===== config.mk =====
export PLATFORM = sky130hd
export DESIGN_NAME = blk_36d14b_flat
export DESIGN_NICKNAME = d
export VERILOG_FILES = /design/src/rtl/blk_36d14b_if.sv /design/src/rtl/blk_36d14b.sv /design/src/flat_wrapper.sv
export SDC_FILE = /design/constraint.sdc
export NUM_CORES = 1
export LEC_CHECK = 0
export CORE_AREA = 10 10 498 500
export CTS_BUF_LIST = sky130_fd_sc_hd__clkbuf_2 sky130_fd_sc_hd__clkbuf_4 sky130_fd_sc_hd__clkbuf_8
export CTS_CLUSTER_DIAMETER = 120
export DETAILED_ROUTE_END_ITERATION = 7
export DIE_AREA = 0 0 508 510
export PLACE_DENSITY = 0.3
export RECOVER_POWER = 50
export SYNTH_ARGS = -nofsm -noshare
export SYNTH_HDL_FRONTEND = slang
export SYNTH_SLANG_ARGS = --single-unit
export TNS_END_PERCENT = 1

===== constraint.sdc =====
create_clock -name ACLK -period 2.55 [get_ports ACLK]
set_input_delay 0.51 -clock ACLK [delete_from_list [all_inputs] [get_ports ACLK]]
set_output_delay 0.51 -clock ACLK [all_outputs]
set_load 0.02 [all_outputs]

===== src/rtl/blk_36d14b_if.sv =====
// Command, write-data and m_axi write-channel bundle for the mmap write issuer.
// master = issuer side, slave = environment (command source, data source, AXI slave).
interface blk_36d14b_if #(
    parameter int BUS_ADDR_WIDTH  = 64,
    parameter int BUS_DATA_WIDTH  = 512,
    parameter int MAX_OUTSTANDING = 16
);
    localparam int OW = $clog2(MAX_OUTSTANDING + 1);

    logic [BUS_ADDR_WIDTH-1:0]   in_CMD_ADDR;
    logic [31:0]                 in_CMD_LEN;
    logic                        in_CMD_VALID;
    logic                        out_CMD_READY;

    logic [BUS_DATA_WIDTH-1:0]   in_DATA;
    logic                        in_DATA_VALID;
    logic                        out_DATA_READY;

    logic [BUS_ADDR_WIDTH-1:0]   out_HLS_AWADDR;
    logic [31:0]                 out_HLS_AWLEN;
    logic                        out_HLS_AWVALID;
    logic                        in_HLS_AWREADY;

    logic [BUS_DATA_WIDTH-1:0]   out_HLS_WDATA;
    logic [BUS_DATA_WIDTH/8-1:0] out_HLS_WSTRB;
    logic                        out_HLS_WVALID;
    logic                        in_HLS_WREADY;

    logic                        in_HLS_BVALID;
    logic                        out_HLS_BREADY;

    logic                        out_DONE_VALID;
    logic                        out_IDLE;
    logic [OW-1:0]               out_OUTSTANDING;

    modport master (
        input  in_CMD_ADDR, in_CMD_LEN, in_CMD_VALID, in_DATA, in_DATA_VALID,
               in_HLS_AWREADY, in_HLS_WREADY, in_HLS_BVALID,
        output out_CMD_READY, out_DATA_READY, out_HLS_AWADDR, out_HLS_AWLEN,
               out_HLS_AWVALID, out_HLS_WDATA, out_HLS_WSTRB, out_HLS_WVALID,
               out_HLS_BREADY, out_DONE_VALID, out_IDLE, out_OUTSTANDING
    );

    modport slave (
        output in_CMD_ADDR, in_CMD_LEN, in_CMD_VALID, in_DATA, in_DATA_VALID,
               in_HLS_AWREADY, in_HLS_WREADY, in_HLS_BVALID,
        input  out_CMD_READY, out_DATA_READY, out_HLS_AWADDR, out_HLS_AWLEN,
               out_HLS_AWVALID, out_HLS_WDATA, out_HLS_WSTRB, out_HLS_WVALID,
               out_HLS_BREADY, out_DONE_VALID, out_IDLE, out_OUTSTANDING
    );
endinterface


===== src/rtl/blk_36d14b.sv =====
// mmap write issuer: turns {addr,len} commands plus a beat stream into m_axi AW/W
// bursts, tracking outstanding write responses and pulsing DONE per response.
module blk_36d14b #(
    parameter int BUS_ADDR_WIDTH  = 64,
    parameter int BUS_DATA_WIDTH  = 512,
    parameter int MAX_OUTSTANDING = 16
) (
    input logic           ACLK,
    input logic           ARESET,
    input logic           ACLK_EN,
    blk_36d14b_if.master  bus
);
    localparam int OW = $clog2(MAX_OUTSTANDING + 1);

    typedef enum logic [1:0] {IDLE, AW, DATA} state_t;

    state_t                    state;
    logic                      live;
    logic [OW-1:0]             outstanding;
    logic [31:0]               beats;
    logic [31:0]               len_q;
    logic [BUS_ADDR_WIDTH-1:0] awaddr_q;
    logic [31:0]               awlen_q;
    logic                      awvalid_q;
    logic                      done_q;

    logic cmd_ready, cmd_fire, aw_fire, in_data, w_fire, b_fire;

    always_comb begin
        cmd_ready = live && ACLK_EN && (state == IDLE) && (outstanding < OW'(MAX_OUTSTANDING));
        cmd_fire  = cmd_ready && bus.in_CMD_VALID;
        aw_fire   = ACLK_EN && (state == AW) && awvalid_q && bus.in_HLS_AWREADY;
        in_data   = ACLK_EN && (state == DATA);
        w_fire    = in_data && bus.in_DATA_VALID && bus.in_HLS_WREADY;
        // A response with nothing outstanding is dropped rather than wrapping the count.
        b_fire    = ACLK_EN && live && bus.in_HLS_BVALID && (outstanding != '0);
    end

    always_ff @(posedge ACLK) begin
        if (ARESET) begin
            state       <= IDLE;
            live        <= 1'b0;
            outstanding <= '0;
            beats       <= '0;
            len_q       <= '0;
            awaddr_q    <= '0;
            awlen_q     <= '0;
            awvalid_q   <= 1'b0;
            done_q      <= 1'b0;
        end else if (ACLK_EN) begin
            live        <= 1'b1;
            done_q      <= b_fire;
            outstanding <= outstanding + OW'(aw_fire) - OW'(b_fire);
            case (state)
                IDLE: if (cmd_fire && bus.in_CMD_LEN != 32'd0) begin
                    awaddr_q  <= bus.in_CMD_ADDR;
                    awlen_q   <= bus.in_CMD_LEN - 32'd1;
                    len_q     <= bus.in_CMD_LEN;
                    awvalid_q <= 1'b1;
                    state     <= AW;
                end
                AW: if (aw_fire) begin
                    awvalid_q <= 1'b0;
                    beats     <= len_q;
                    state     <= DATA;
                end
                DATA: if (w_fire) begin
                    beats <= beats - 32'd1;
                    if (beats == 32'd1) state <= IDLE;
                end
                default: state <= IDLE;
            endcase
        end
    end

    a_bresp_underflow: assert property (@(posedge ACLK) disable iff (ARESET)
        (ACLK_EN && live && bus.in_HLS_BVALID) |-> (outstanding != '0));

    assign bus.out_CMD_READY   = cmd_ready;
    assign bus.out_HLS_AWADDR  = awaddr_q;
    assign bus.out_HLS_AWLEN   = awlen_q;
    assign bus.out_HLS_AWVALID = awvalid_q;
    assign bus.out_HLS_WDATA   = bus.in_DATA;
    assign bus.out_HLS_WSTRB   = '1;
    assign bus.out_HLS_WVALID  = in_data && bus.in_DATA_VALID;
    assign bus.out_DATA_READY  = in_data && bus.in_HLS_WREADY;
    assign bus.out_HLS_BREADY  = live;
    assign bus.out_DONE_VALID  = done_q;
    assign bus.out_IDLE        = (state == IDLE) && (outstanding == '0) && !done_q;
    assign bus.out_OUTSTANDING = outstanding;
endmodule


===== src/flat_wrapper.sv =====
// flat-port wrapper written by rule: the top's interface ports become plain ports
module blk_36d14b_flat 
#(
    parameter int BUS_ADDR_WIDTH  = 64,
    parameter int BUS_DATA_WIDTH  = 512,
    parameter int MAX_OUTSTANDING = 16
)
  (ACLK, ARESET, ACLK_EN, bus_in_CMD_ADDR, bus_in_CMD_LEN, bus_in_CMD_VALID, bus_in_DATA, bus_in_DATA_VALID, bus_in_HLS_AWREADY, bus_in_HLS_WREADY, bus_in_HLS_BVALID, bus_out_CMD_READY, bus_out_DATA_READY, bus_out_HLS_AWADDR, bus_out_HLS_AWLEN, bus_out_HLS_AWVALID, bus_out_HLS_WDATA, bus_out_HLS_WSTRB, bus_out_HLS_WVALID, bus_out_HLS_BREADY, bus_out_DONE_VALID, bus_out_IDLE, bus_out_OUTSTANDING);
  blk_36d14b_if #(.BUS_ADDR_WIDTH(BUS_ADDR_WIDTH), .BUS_DATA_WIDTH(BUS_DATA_WIDTH), .MAX_OUTSTANDING(MAX_OUTSTANDING)) bus_i ();
  input logic ACLK;
  input logic ARESET;
  input logic ACLK_EN;
  input wire logic [$bits(bus_i.in_CMD_ADDR)-1:0] bus_in_CMD_ADDR;
  input wire logic [$bits(bus_i.in_CMD_LEN)-1:0] bus_in_CMD_LEN;
  input wire logic [$bits(bus_i.in_CMD_VALID)-1:0] bus_in_CMD_VALID;
  input wire logic [$bits(bus_i.in_DATA)-1:0] bus_in_DATA;
  input wire logic [$bits(bus_i.in_DATA_VALID)-1:0] bus_in_DATA_VALID;
  input wire logic [$bits(bus_i.in_HLS_AWREADY)-1:0] bus_in_HLS_AWREADY;
  input wire logic [$bits(bus_i.in_HLS_WREADY)-1:0] bus_in_HLS_WREADY;
  input wire logic [$bits(bus_i.in_HLS_BVALID)-1:0] bus_in_HLS_BVALID;
  output wire logic [$bits(bus_i.out_CMD_READY)-1:0] bus_out_CMD_READY;
  output wire logic [$bits(bus_i.out_DATA_READY)-1:0] bus_out_DATA_READY;
  output wire logic [$bits(bus_i.out_HLS_AWADDR)-1:0] bus_out_HLS_AWADDR;
  output wire logic [$bits(bus_i.out_HLS_AWLEN)-1:0] bus_out_HLS_AWLEN;
  output wire logic [$bits(bus_i.out_HLS_AWVALID)-1:0] bus_out_HLS_AWVALID;
  output wire logic [$bits(bus_i.out_HLS_WDATA)-1:0] bus_out_HLS_WDATA;
  output wire logic [$bits(bus_i.out_HLS_WSTRB)-1:0] bus_out_HLS_WSTRB;
  output wire logic [$bits(bus_i.out_HLS_WVALID)-1:0] bus_out_HLS_WVALID;
  output wire logic [$bits(bus_i.out_HLS_BREADY)-1:0] bus_out_HLS_BREADY;
  output wire logic [$bits(bus_i.out_DONE_VALID)-1:0] bus_out_DONE_VALID;
  output wire logic [$bits(bus_i.out_IDLE)-1:0] bus_out_IDLE;
  output wire logic [$bits(bus_i.out_OUTSTANDING)-1:0] bus_out_OUTSTANDING;
  assign bus_i.in_CMD_ADDR = bus_in_CMD_ADDR;
  assign bus_i.in_CMD_LEN = bus_in_CMD_LEN;
  assign bus_i.in_CMD_VALID = bus_in_CMD_VALID;
  assign bus_i.in_DATA = bus_in_DATA;
  assign bus_i.in_DATA_VALID = bus_in_DATA_VALID;
  assign bus_i.in_HLS_AWREADY = bus_in_HLS_AWREADY;
  assign bus_i.in_HLS_WREADY = bus_in_HLS_WREADY;
  assign bus_i.in_HLS_BVALID = bus_in_HLS_BVALID;
  assign bus_out_CMD_READY = bus_i.out_CMD_READY;
  assign bus_out_DATA_READY = bus_i.out_DATA_READY;
  assign bus_out_HLS_AWADDR = bus_i.out_HLS_AWADDR;
  assign bus_out_HLS_AWLEN = bus_i.out_HLS_AWLEN;
  assign bus_out_HLS_AWVALID = bus_i.out_HLS_AWVALID;
  assign bus_out_HLS_WDATA = bus_i.out_HLS_WDATA;
  assign bus_out_HLS_WSTRB = bus_i.out_HLS_WSTRB;
  assign bus_out_HLS_WVALID = bus_i.out_HLS_WVALID;
  assign bus_out_HLS_BREADY = bus_i.out_HLS_BREADY;
  assign bus_out_DONE_VALID = bus_i.out_DONE_VALID;
  assign bus_out_IDLE = bus_i.out_IDLE;
  assign bus_out_OUTSTANDING = bus_i.out_OUTSTANDING;
  blk_36d14b #(.BUS_ADDR_WIDTH(BUS_ADDR_WIDTH), .BUS_DATA_WIDTH(BUS_DATA_WIDTH), .MAX_OUTSTANDING(MAX_OUTSTANDING)) u_core (.ACLK(ACLK), .ARESET(ARESET), .ACLK_EN(ACLK_EN), .bus(bus_i));
endmodule

==> flow_metrics.env, run 1 <==
export IMPL_p_leak_uw=0.004519
export IMPL_ir_drop_mv=0.2636
export IMPL_r2r_cells=13
export IMPL_crit_required_ps=3040
export IMPL_overflow=0
export IMPL_synth_top_cell_by_area="buf_4"
export IMPL_drc=0
export IMPL_gp_congestion=0.6879
export IMPL_instances_no_fill=4537
export IMPL_grt_pass1_wl_um=121800
export IMPL_reg2reg_slack_ps=70
export IMPL_num_rows=179
export IMPL_viasPerCell=2.062
export IMPL_worstReg2RegStart="u_core.bus.out_OUTSTANDING[3]"
export IMPL_maxCapViolCount=0
export IMPL_ys_types=71
export IMPL_final_nets=1982
export IMPL_crit_family="simple AND/OR/NAND/NOR gates"
export IMPL_io_buffer_count=211
export IMPL_outcome="finished with violations"
export IMPL_path_depth=8
export IMPL_fillCellCount=28160
export IMPL_mostFrequentLayoutCells="nand2_1 (222), clkdlybuf4s50_1 (199), dfxtp_1 (165), buf_4 (137), a21oi_1 (119)"
export IMPL_tritoncts="built"
export IMPL_grt_usage_pct=7.412
export IMPL_dpl_hpwl_um=87660
export IMPL_coreArea_um2=237400
export IMPL_layout_area_overhead_vs_synth_pct=28.82
export IMPL_firstDrtPassIters=4
export IMPL_antenna_found_initial=3
export IMPL_final_common_cell="nand2_1"
export IMPL_wire_per_inst_um=22.20
export IMPL_dp_slack_ps=-612.3
export IMPL_cts_buffers=17
export IMPL_fin_util_pct=6.619
export IMPL_cts_sinks=170
export IMPL_die_area_um2=259100
export IMPL_synth_top_flop_cell="dfxtp_1"
export IMPL_place_area_um2=15120
export IMPL_die_y_um=510
export IMPL_yosys_warnings=0
export IMPL_synth_edf_count=0
export IMPL_synth_seq_area_share_pct=27.90
export IMPL_initial_core_util_pct=5.138
export IMPL_hp_class="input port to register"
export IMPL_worst_pin_slew_ps=678.2
export IMPL_endpoint="u_core.bus.out_HLS_AWADDR[16]"
export IMPL_path_max_fanout=68
export IMPL_fin_area_um2=15710
export IMPL_final_layout_size_suffix_gt1_share_pct=17.25
export IMPL_worstSetupStartpointType="input port"
export IMPL_async_flop_share_pct=0
export IMPL_cp_cell_sequence="clkdlybuf4s50_1, nor4_2, buf_4, or4b_1, o31a_2, buf_12, nand2_1, a21oi_1"
export IMPL_finalSetupViolations=14
export IMPL_cts_buffer_depth=2
export IMPL_synth_top_cell_area_share_pct=35.76
export IMPL_period_needed_ps=2583
export IMPL_slew_headroom_pct=54.79
export IMPL_vias=9355
export IMPL_rsz0062_at_grt="yes"
export IMPL_placed_cells=4499
export IMPL_worstReg2RegEnd="u_core.bus.out_OUTSTANDING[4]"
export IMPL_wirelength_um=100700
export IMPL_failed_checks="setup timing"
export IMPL_crit_type="input port to register"
export IMPL_skew_ps=47.00
export IMPL_cpPeakStageDelay_ps=510
export IMPL_slowest_stage="or4b_1"
export IMPL_clk_latency_ps=630
export IMPL_grt_use_met2_pct=10.89
export IMPL_first_iter_violations=310
export IMPL_synth_area_um2=12200
export IMPL_ys_ff_latch=170
export IMPL_arrival_ps=3070
export IMPL_fmax_mhz=387.1
export IMPL_post_route_period_util_pct=101.3
export IMPL_avgSynthCellArea_um2=7.794
export IMPL_p_per_area_nw_per_um2=416.1
export IMPL_hold_viol=0
export IMPL_netlist_instances=1565
export IMPL_use_met1_pct=4.078
export IMPL_worst_slack_ps=-33.36
export IMPL_antenna_left=0
export IMPL_fp_dieW_um=508
export IMPL_path_clk_slew_ps=160
export IMPL_cp_end_kind="register"
export IMPL_use_met3_pct=9.855
export IMPL_grt_start_max_net_pins=69
export IMPL_cts_max_level=4
export IMPL_critPathBufInv=3
export IMPL_worstSetupStartpoint="bus_in_CMD_LEN[24]"
export IMPL_tns_ps=-149.7
export IMPL_io_pins=1300
export IMPL_grt_busiest_layer="met2"
export IMPL_cts_root_buf="clkbuf_8"
export IMPL_grt_pass1_vias=9695
export IMPL_cts_hold_buf=0
export IMPL_slew_violations=0
export IMPL_synth_area_top_cells="buf_4 (36%), dfxtp_1 (28%), nand2_1 (6.9%)"
flip-flops by register name, summed over array words and instances, names as in the netlist:
signal	count
u_core.bus.out_HLS_AWVALID	1
u_core.bus.out_HLS_AWLEN	32
u_core.state	2
u_core.bus.out_DONE_VALID	1
u_core.bus.out_OUTSTANDING	5
u_core.bus.out_HLS_AWADDR	64
u_core.beats	32
u_core.len_q	32
u_core.bus.out_HLS_BREADY	1
what timing repair did:
| item | in CTS | in global routing |
|---|---|---|
| endpoints found under the setup margin | 12 | 31 |
| setup buffers | 0 | 4 |
| gates resized for setup | 20 | 14 |
| pin swaps | 2 | 7 |
| cloned | 0 | 0 |
worst register-to-register path: cells and delay by family, from the launching register on:
| family | cells | cell delay [ps] |
|---|---|---|
| AND/OR/NAND/NOR | 2 | 260 |
| flip-flops | 1 | 360 |
| adder cells (fa/ha/maj) | 4 | 950 |
| AO/OA/AOI/OAI | 4 | 530 |
| XOR/XNOR | 1 | 180 |
| buffers and inverters | 2 | 110 |
synth_stat cells, types with 15 or more instances:
library cell	instances
a211oi_1	31
a21oi_1	120
buf_4	581
clkbuf_1	55
dfxtp_1	170
inv_1	16
nand2_1	223
nand3_1	24
nor2_1	77
nor3_1	27
nor4_1	15
o21ai_0	19
xnor2_1	16
xor2_1	15
power breakdown:
part	internal (µW)	switching, µW	leakage, µW
sequential	2750	59.2	0.00138
clock	857	1650	0.000216
combinational	559	667	0.00292
total	4160	2380	0.00452
routing by layer:
metal  wire (µm)  up-vias
met5         360        -
met4        9487        4
met3       28820      385
met2       42380      780
met1       19700     4050
li1            -     4136
cells by family after synthesis:
kind of cell	Yosys count	share of synthesized area, %
buffers and inverters	669	38.93
AO/OA/AOI/OAI	246	13.10
multiplexers	3	0.2564
other	1	0.03074
AND/OR/NAND/NOR	434	16.37
flip-flops	170	27.90
adder cells (fa/ha/maj)	11	1.190
XOR/XNOR	31	2.226
stage by stage:
step | hold WS (ps) | power, µW
2_1_floorplan | 431.9 | 4602
6_report | 230.3 | 6538
5_1_grt | 138.3 | 6981
3_3_place_gp | 443.2 | 4103
4_1_cts | 93.51 | 6867
3_5_place_dp | 446.6 | 4098
area by class of cell:
cell class	count	area (µm²)	share of cell area, %
Clock inverter	15	214.0	1.362
Timing Repair Buffer	361	3426	21.80
Antenna cell	2	5.005	0.03185
Tap cell	3167	3963	25.22
Clock buffer	17	234.0	1.489
Multi-Input combinational cell	789	4400	28.00
Sequential cell	170	3412	21.71
Inverter	16	60.06	0.3822
how the worst min path moves through the flow:
stage / start / slack (ps) / end / cells after the start
2_1_floorplan: u_core.len_q[12] / 430 / u_core.len_q[12] / 2
3_3_place_gp: u_core.bus.out_HLS_AWADDR[53] / 440 / u_core.bus.out_HLS_AWADDR[53] / 2
3_5_place_dp: u_core.bus.out_HLS_AWADDR[38] / 450 / u_core.bus.out_HLS_AWADDR[38] / 2
4_1_cts: ARESET / 90 / u_core.bus.out_HLS_BREADY / 2
5_1_grt: ARESET / 140 / u_core.bus.out_HLS_BREADY / 2
6_report: ARESET / 230 / u_core.bus.out_HLS_BREADY / 2
(Power assumes the default switching activity.)
==> inputs of run 2 (changes only) <==
Settings changed: SKIP_LAST_GASP set to 1.
==> flow_metrics.env, run 2 (synthesis results as in run 1) <==
export IMPL_layout_area_overhead_vs_synth_pct=28.58
export IMPL_p_int_uw=4167
export IMPL_worstSetupStartpointType="input port"
export IMPL_wire_per_inst_um=22.20
export IMPL_skew_ps=51.28
export IMPL_cp_end_kind="register"
export IMPL_cp_cell_sequence="clkdlybuf4s50_1, nor4_1, buf_4, or4b_1, o31a_2, buf_12, nand2_1, a21oi_1"
export IMPL_worst_pin_slew_ps=678.9
export IMPL_hold_viol=0
export IMPL_cpPeakStageDelay_ps=510
export IMPL_firstDrtPassIters=4
export IMPL_finalSetupViolations=28
export IMPL_cts_sinks=170
export IMPL_slew_headroom_pct=54.74
export IMPL_wirelength_um=100700
export IMPL_outcome="finished with violations"
export IMPL_failed_checks="setup timing"
export IMPL_final_layout_size_suffix_gt1_share_pct=16.81
export IMPL_slew_violations=0
export IMPL_p_per_area_nw_per_um2=416.9
export IMPL_p_sw_share_pct=36.27
export IMPL_post_route_period_util_pct=103.1
export IMPL_drc=0
export IMPL_overflow=0
export IMPL_ir_drop_mv=0.2622
export IMPL_antenna_found_initial=3
export IMPL_grt_busiest_layer="met2"
export IMPL_cts_max_level=4
export IMPL_use_met1_pct=4.082
export IMPL_fp_dieW_um=508
export IMPL_fmax_mhz=380.4
export IMPL_antenna_left=0
export IMPL_seq_power_share_pct=42.9
export IMPL_cts_root_buf="clkbuf_8"
export IMPL_cts_hold_buf=0
export IMPL_clockPowerShare_pct=38.3
export IMPL_num_rows=179
export IMPL_maxCapViolCount=0
export IMPL_gp_congestion=0.6879
export IMPL_die_y_um=510
export IMPL_tritoncts="built"
export IMPL_hp_class="input port to register"
export IMPL_clk_latency_ps=630
export IMPL_cts_buffers=17
export IMPL_io_buffer_count=211
export IMPL_path_clk_slew_ps=150
export IMPL_cts_buffer_depth=2
export IMPL_grt_use_met2_pct=10.88
export IMPL_p_switching_uw=2371
export IMPL_initial_core_util_pct=5.138
export IMPL_period_needed_ps=2628
export IMPL_grt_start_max_net_pins=69
export IMPL_whs_ps=231.7
export IMPL_dpl_hpwl_um=87660
export IMPL_largest_register_ffs=64
export IMPL_crit_required_ps=3040
export IMPL_arrival_ps=3120
export IMPL_path_max_fanout=68
export IMPL_die_area_um2=259100
export IMPL_coreArea_um2=237400
export IMPL_worst_slack_ps=-78.47
export IMPL_vias=9334
export IMPL_combPwrFrac_pct=18.8
export IMPL_final_nets=1982
export IMPL_viasPerCell=2.057
export IMPL_crit_type="input port to register"
export IMPL_slowest_stage="or4b_1"
export IMPL_grt_pass1_wl_um=121800
export IMPL_use_met3_pct=9.855
export IMPL_rsz0062_at_grt="yes"
export IMPL_io_pins=1300
export IMPL_placed_cells=4499
export IMPL_final_common_cell="nand2_1"
export IMPL_first_iter_violations=349
export IMPL_mostFrequentLayoutCells="nand2_1 (223), clkdlybuf4s50_1 (206), dfxtp_1 (166), buf_4 (138), a21oi_1 (119)"
export IMPL_instances_no_fill=4538
export IMPL_p_leak_uw=0.004484
export IMPL_grt_pass1_vias=9682
export IMPL_grt_usage_pct=7.413
## run 2: final cells by class
type	count	area, µm²
antenna	3	7.507
sequential	170	3408
fill	28160	221700
timing repair buffer	361	3430
tap	3167	3963
clock buffer	17	234.0
multi-input combinational	789	4368
inverter	16	60.06
clock inverter	15	214.0
## run 2: power by group through the flow
stage	Sequential (µW)	Clock, µW	Combinational [µW]
CTS	2810	2810	1240
global route	2820	2820	1340
global placement	2870	0	1240
detailed placement	2870	0	1230
finish	2810	2500	1230
floorplan	2940	0	1660
## run 2: per-layer routing
metal | up-vias | wire [µm]
li1 | 4145 | -
met1 | 4026 | 19570
met2 | 775 | 42270
met3 | 384 | 29060
met4 | 4 | 9475
met5 | - | 360
## run 2: repair_timing
action	4_1_cts	5_1_grt
buffers inserted	0	4
hold endpoints to repair	0	0
setup endpoints to repair	12	38
resized for setup	4	14
pin swaps	2	7
## run 2: path summary, 6_finish.rpt
kind                                                     from                             to  slack, ps  cells past startpoint
worst max-delay path                       bus_in_CMD_LEN[24]  u_core.bus.out_HLS_AWADDR[16]        -80                      8
worst min-delay path                                   ARESET               u_core.len_q[27]        230                      2
worst max register to register  u_core.bus.out_OUTSTANDING[2]  u_core.bus.out_OUTSTANDING[4]         60                     13
worst min register to register  u_core.bus.out_HLS_AWADDR[45]  u_core.bus.out_HLS_AWADDR[45]        460                      2
## run 2: critical path: cells and delay by family
kind	cells	cell delay [ps]
and+or+nand+nor	3	1070
AOI/OAI and AO/OA	2	500
buffers and inverters	3	790
## run 2: through the flow
stage	util, %	worst slack (ps)	TNS [ps]	cell area, µm²	total power [µW]
after floorplan	-	39.99	0	12440	4602
after global placement	6.369	-667.9	-78610	15120	4103
after detailed placement	6.369	-612.3	-75420	15120	4098
after CTS	6.564	-140.3	-1009	15580	6865
after global routing	6.604	-83.60	-1183	15680	6986
final	6.606	-78.47	-1187	15680	6539
==> inputs of run 3 (changes only) <==
Settings changed: CORE_AREA 10 10 498 500 to 10 10 500 502, DIE_AREA 0 0 508 510 to 0 0 510 512.
Clock period 2.55 ns to 3.2 ns, I/O delays scaled along.
==> flow_metrics.env, run 3 (synthesis results as in run 1) <==
export IMPL_crit_type="register to output port"
export IMPL_dr_max_layer_used="met5"
export IMPL_p_leak_uw=0.004206
export IMPL_fmax_mhz=353.7
export IMPL_grt_start_max_net_pins=83
export IMPL_viasPerCell=2.029
export IMPL_combPwrFrac_pct=18.4
export IMPL_final_layout_size_suffix_gt1_share_pct=12.10
export IMPL_worst_pin_slew_ps=729.5
export IMPL_drc=0
export IMPL_die_y_um=512
export IMPL_die_area_um2=261100
export IMPL_hold_viol=0
export IMPL_cts_buffer_depth=2
export IMPL_skew_ps=36.71
export IMPL_grt_usage_pct=7.874
export IMPL_grt_pass1_vias=9595
export IMPL_fp_dieW_um=510
export IMPL_slowest_stage="clkdlybuf4s50_1"
export IMPL_cts_max_level=4
export IMPL_worstSetupStartpointType="register"
export IMPL_arrival_ps=2190
export IMPL_first_iter_violations=380
export IMPL_slew_violations=0
export IMPL_largest_register_ffs=64
export IMPL_p_sw_share_pct=33.97
export IMPL_post_route_period_util_pct=88.35
export IMPL_layout_area_overhead_vs_synth_pct=24.67
export IMPL_num_rows=180
export IMPL_slew_headroom_pct=51.00
export IMPL_dpl_hpwl_um=95800
export IMPL_dp_slack_ps=-161.5
export IMPL_maxCapViolCount=0
export IMPL_route_layer_met1_wl_um=17600
export IMPL_crit_required_ps=2560
export IMPL_p_per_area_nw_per_um2=322.7
export IMPL_firstDrtPassIters=4
export IMPL_io_buffer_count=211
export IMPL_rsz0062_at_grt="no"
export IMPL_antenna_left=0
export IMPL_seqCellArea_um2=3403
export IMPL_p_int_uw=3240
export IMPL_antenna_found_initial=3
export IMPL_cpPeakStageDelay_ps=610
export IMPL_worst_slack_ps=372.7
export IMPL_wire_per_inst_um=23.87
export IMPL_overflow=0
export IMPL_mostFrequentLayoutCells="nand2_1 (223), clkdlybuf4s50_1 (207), dfxtp_1 (170), a21oi_1 (120), buf_4 (79)"
export IMPL_fillCellCount=28360
export IMPL_clockPowerShare_pct=35.9
export IMPL_post_cts_setup_buffer_count=0
export IMPL_period_needed_ps=2827
export IMPL_seq_power_share_pct=45.6
export IMPL_wl_met2_um=50970
export IMPL_gp_congestion=0.6929
export IMPL_wirelength_um=107500
export IMPL_hp_class="input port to register"
export IMPL_ir_drop_mv=0.3298
export IMPL_p_switching_uw=1667
export IMPL_coreArea_um2=239600
export IMPL_cp_cell_sequence="buf_4, nor3_1, and3_1, clkdlybuf4s50_1"
export IMPL_met3WireLength_um=30670
export IMPL_crit_family="buffers and inverters"
export IMPL_grt_pass1_wl_um=128800
export IMPL_outcome="finished, final reports clean"
export IMPL_multiInputGateArea_um2=4299
export IMPL_instances_no_fill=4502
export IMPL_clk_latency_ps=620
export IMPL_io_pins=1300
export IMPL_tritoncts="built"
export IMPL_cts_root_buf="clkbuf_8"
export IMPL_finalSetupViolations=0
export IMPL_path_clk_slew_ps=130
export IMPL_cts_buffers=17
export IMPL_vias=9135
export IMPL_placed_cells=4467
export IMPL_final_common_cell="nand2_1"
export IMPL_final_nets=1928
export IMPL_path_max_fanout=10
export IMPL_initial_core_util_pct=5.090
export IMPL_critPathBufInv=2
export IMPL_cp_end_kind="output port"
export IMPL_cts_sinks=170
## run 3: cell count changes in the layout (fill, tap and decap cells not counted), sizes merged
cell	before	now
clkinv	7	3
clkinvlp	1	3
buf	155	99
clkdlybuf4s50	206	207
clkbuf	17	19
dlygate4sd2	0	1
## run 3: power groups by stage
stage | clock, µW | sequential, µW | combinational (µW)
final | 1760 | 2240 | 905
after global routing | 1970 | 2250 | 975
after CTS | 1950 | 2240 | 930
after detailed placement | 0 | 2290 | 929
after global placement | 0 | 2290 | 933
after floorplan | 0 | 2340 | 1330
## run 3: layout make-up
| type | count | share of cell area, % |
|---|---|---|
| timing repair buffer | 307 | 20.16 |
| clock buffer | 19 | 1.678 |
| tap | 3185 | 26.21 |
| clock inverter | 13 | 0.8639 |
| sequential | 170 | 22.38 |
| antenna | 3 | 0.04937 |
| inverter | 16 | 0.3949 |
| multi-input combinational | 789 | 28.27 |
## run 3: final timing paths
check,slack (ps),cells past startpoint,start,to
worst max-delay path,370,4,u_core.state[1],bus_out_CMD_READY
worst min-delay path,370,2,ARESET,u_core.beats[27]
worst max register to register,460,13,u_core.bus.out_OUTSTANDING[2],u_core.bus.out_OUTSTANDING[4]
worst min register to register,460,2,u_core.len_q[12],u_core.len_q[12]
## run 3: per-layer routing
layer / track usage (%) / vias up
li1: - / 4031
met1: 3.608 / 3945
met2: 13.10 / 778
met3: 10.44 / 373
met4: 5.573 / 8
met5: 0.4444 / -
## run 3: timing repair
item                                    in CTS  in global routing
gates resized for setup                      1                  0
hold buffers                                 0                  0
hold endpoints to repair                     0                  0
endpoints found under the setup margin       1                  0
## run 3: through the flow
step | hold WS [ps] | instance area [µm²] | total power, µW | util (%) | TNS (ps)
6_report | 370.9 | 15210 | 4907 | 6.346 | 0
5_1_grt | 294.5 | 15200 | 5201 | 6.344 | 0
4_1_cts | 231.4 | 15200 | 5121 | 6.343 | 0
3_5_place_dp | 446.4 | 14810 | 3219 | 6.182 | -10010
3_3_place_gp | 441.4 | 14810 | 3222 | 6.182 | -12190
2_1_floorplan | 431.9 | 12430 | 3667 | - | 0
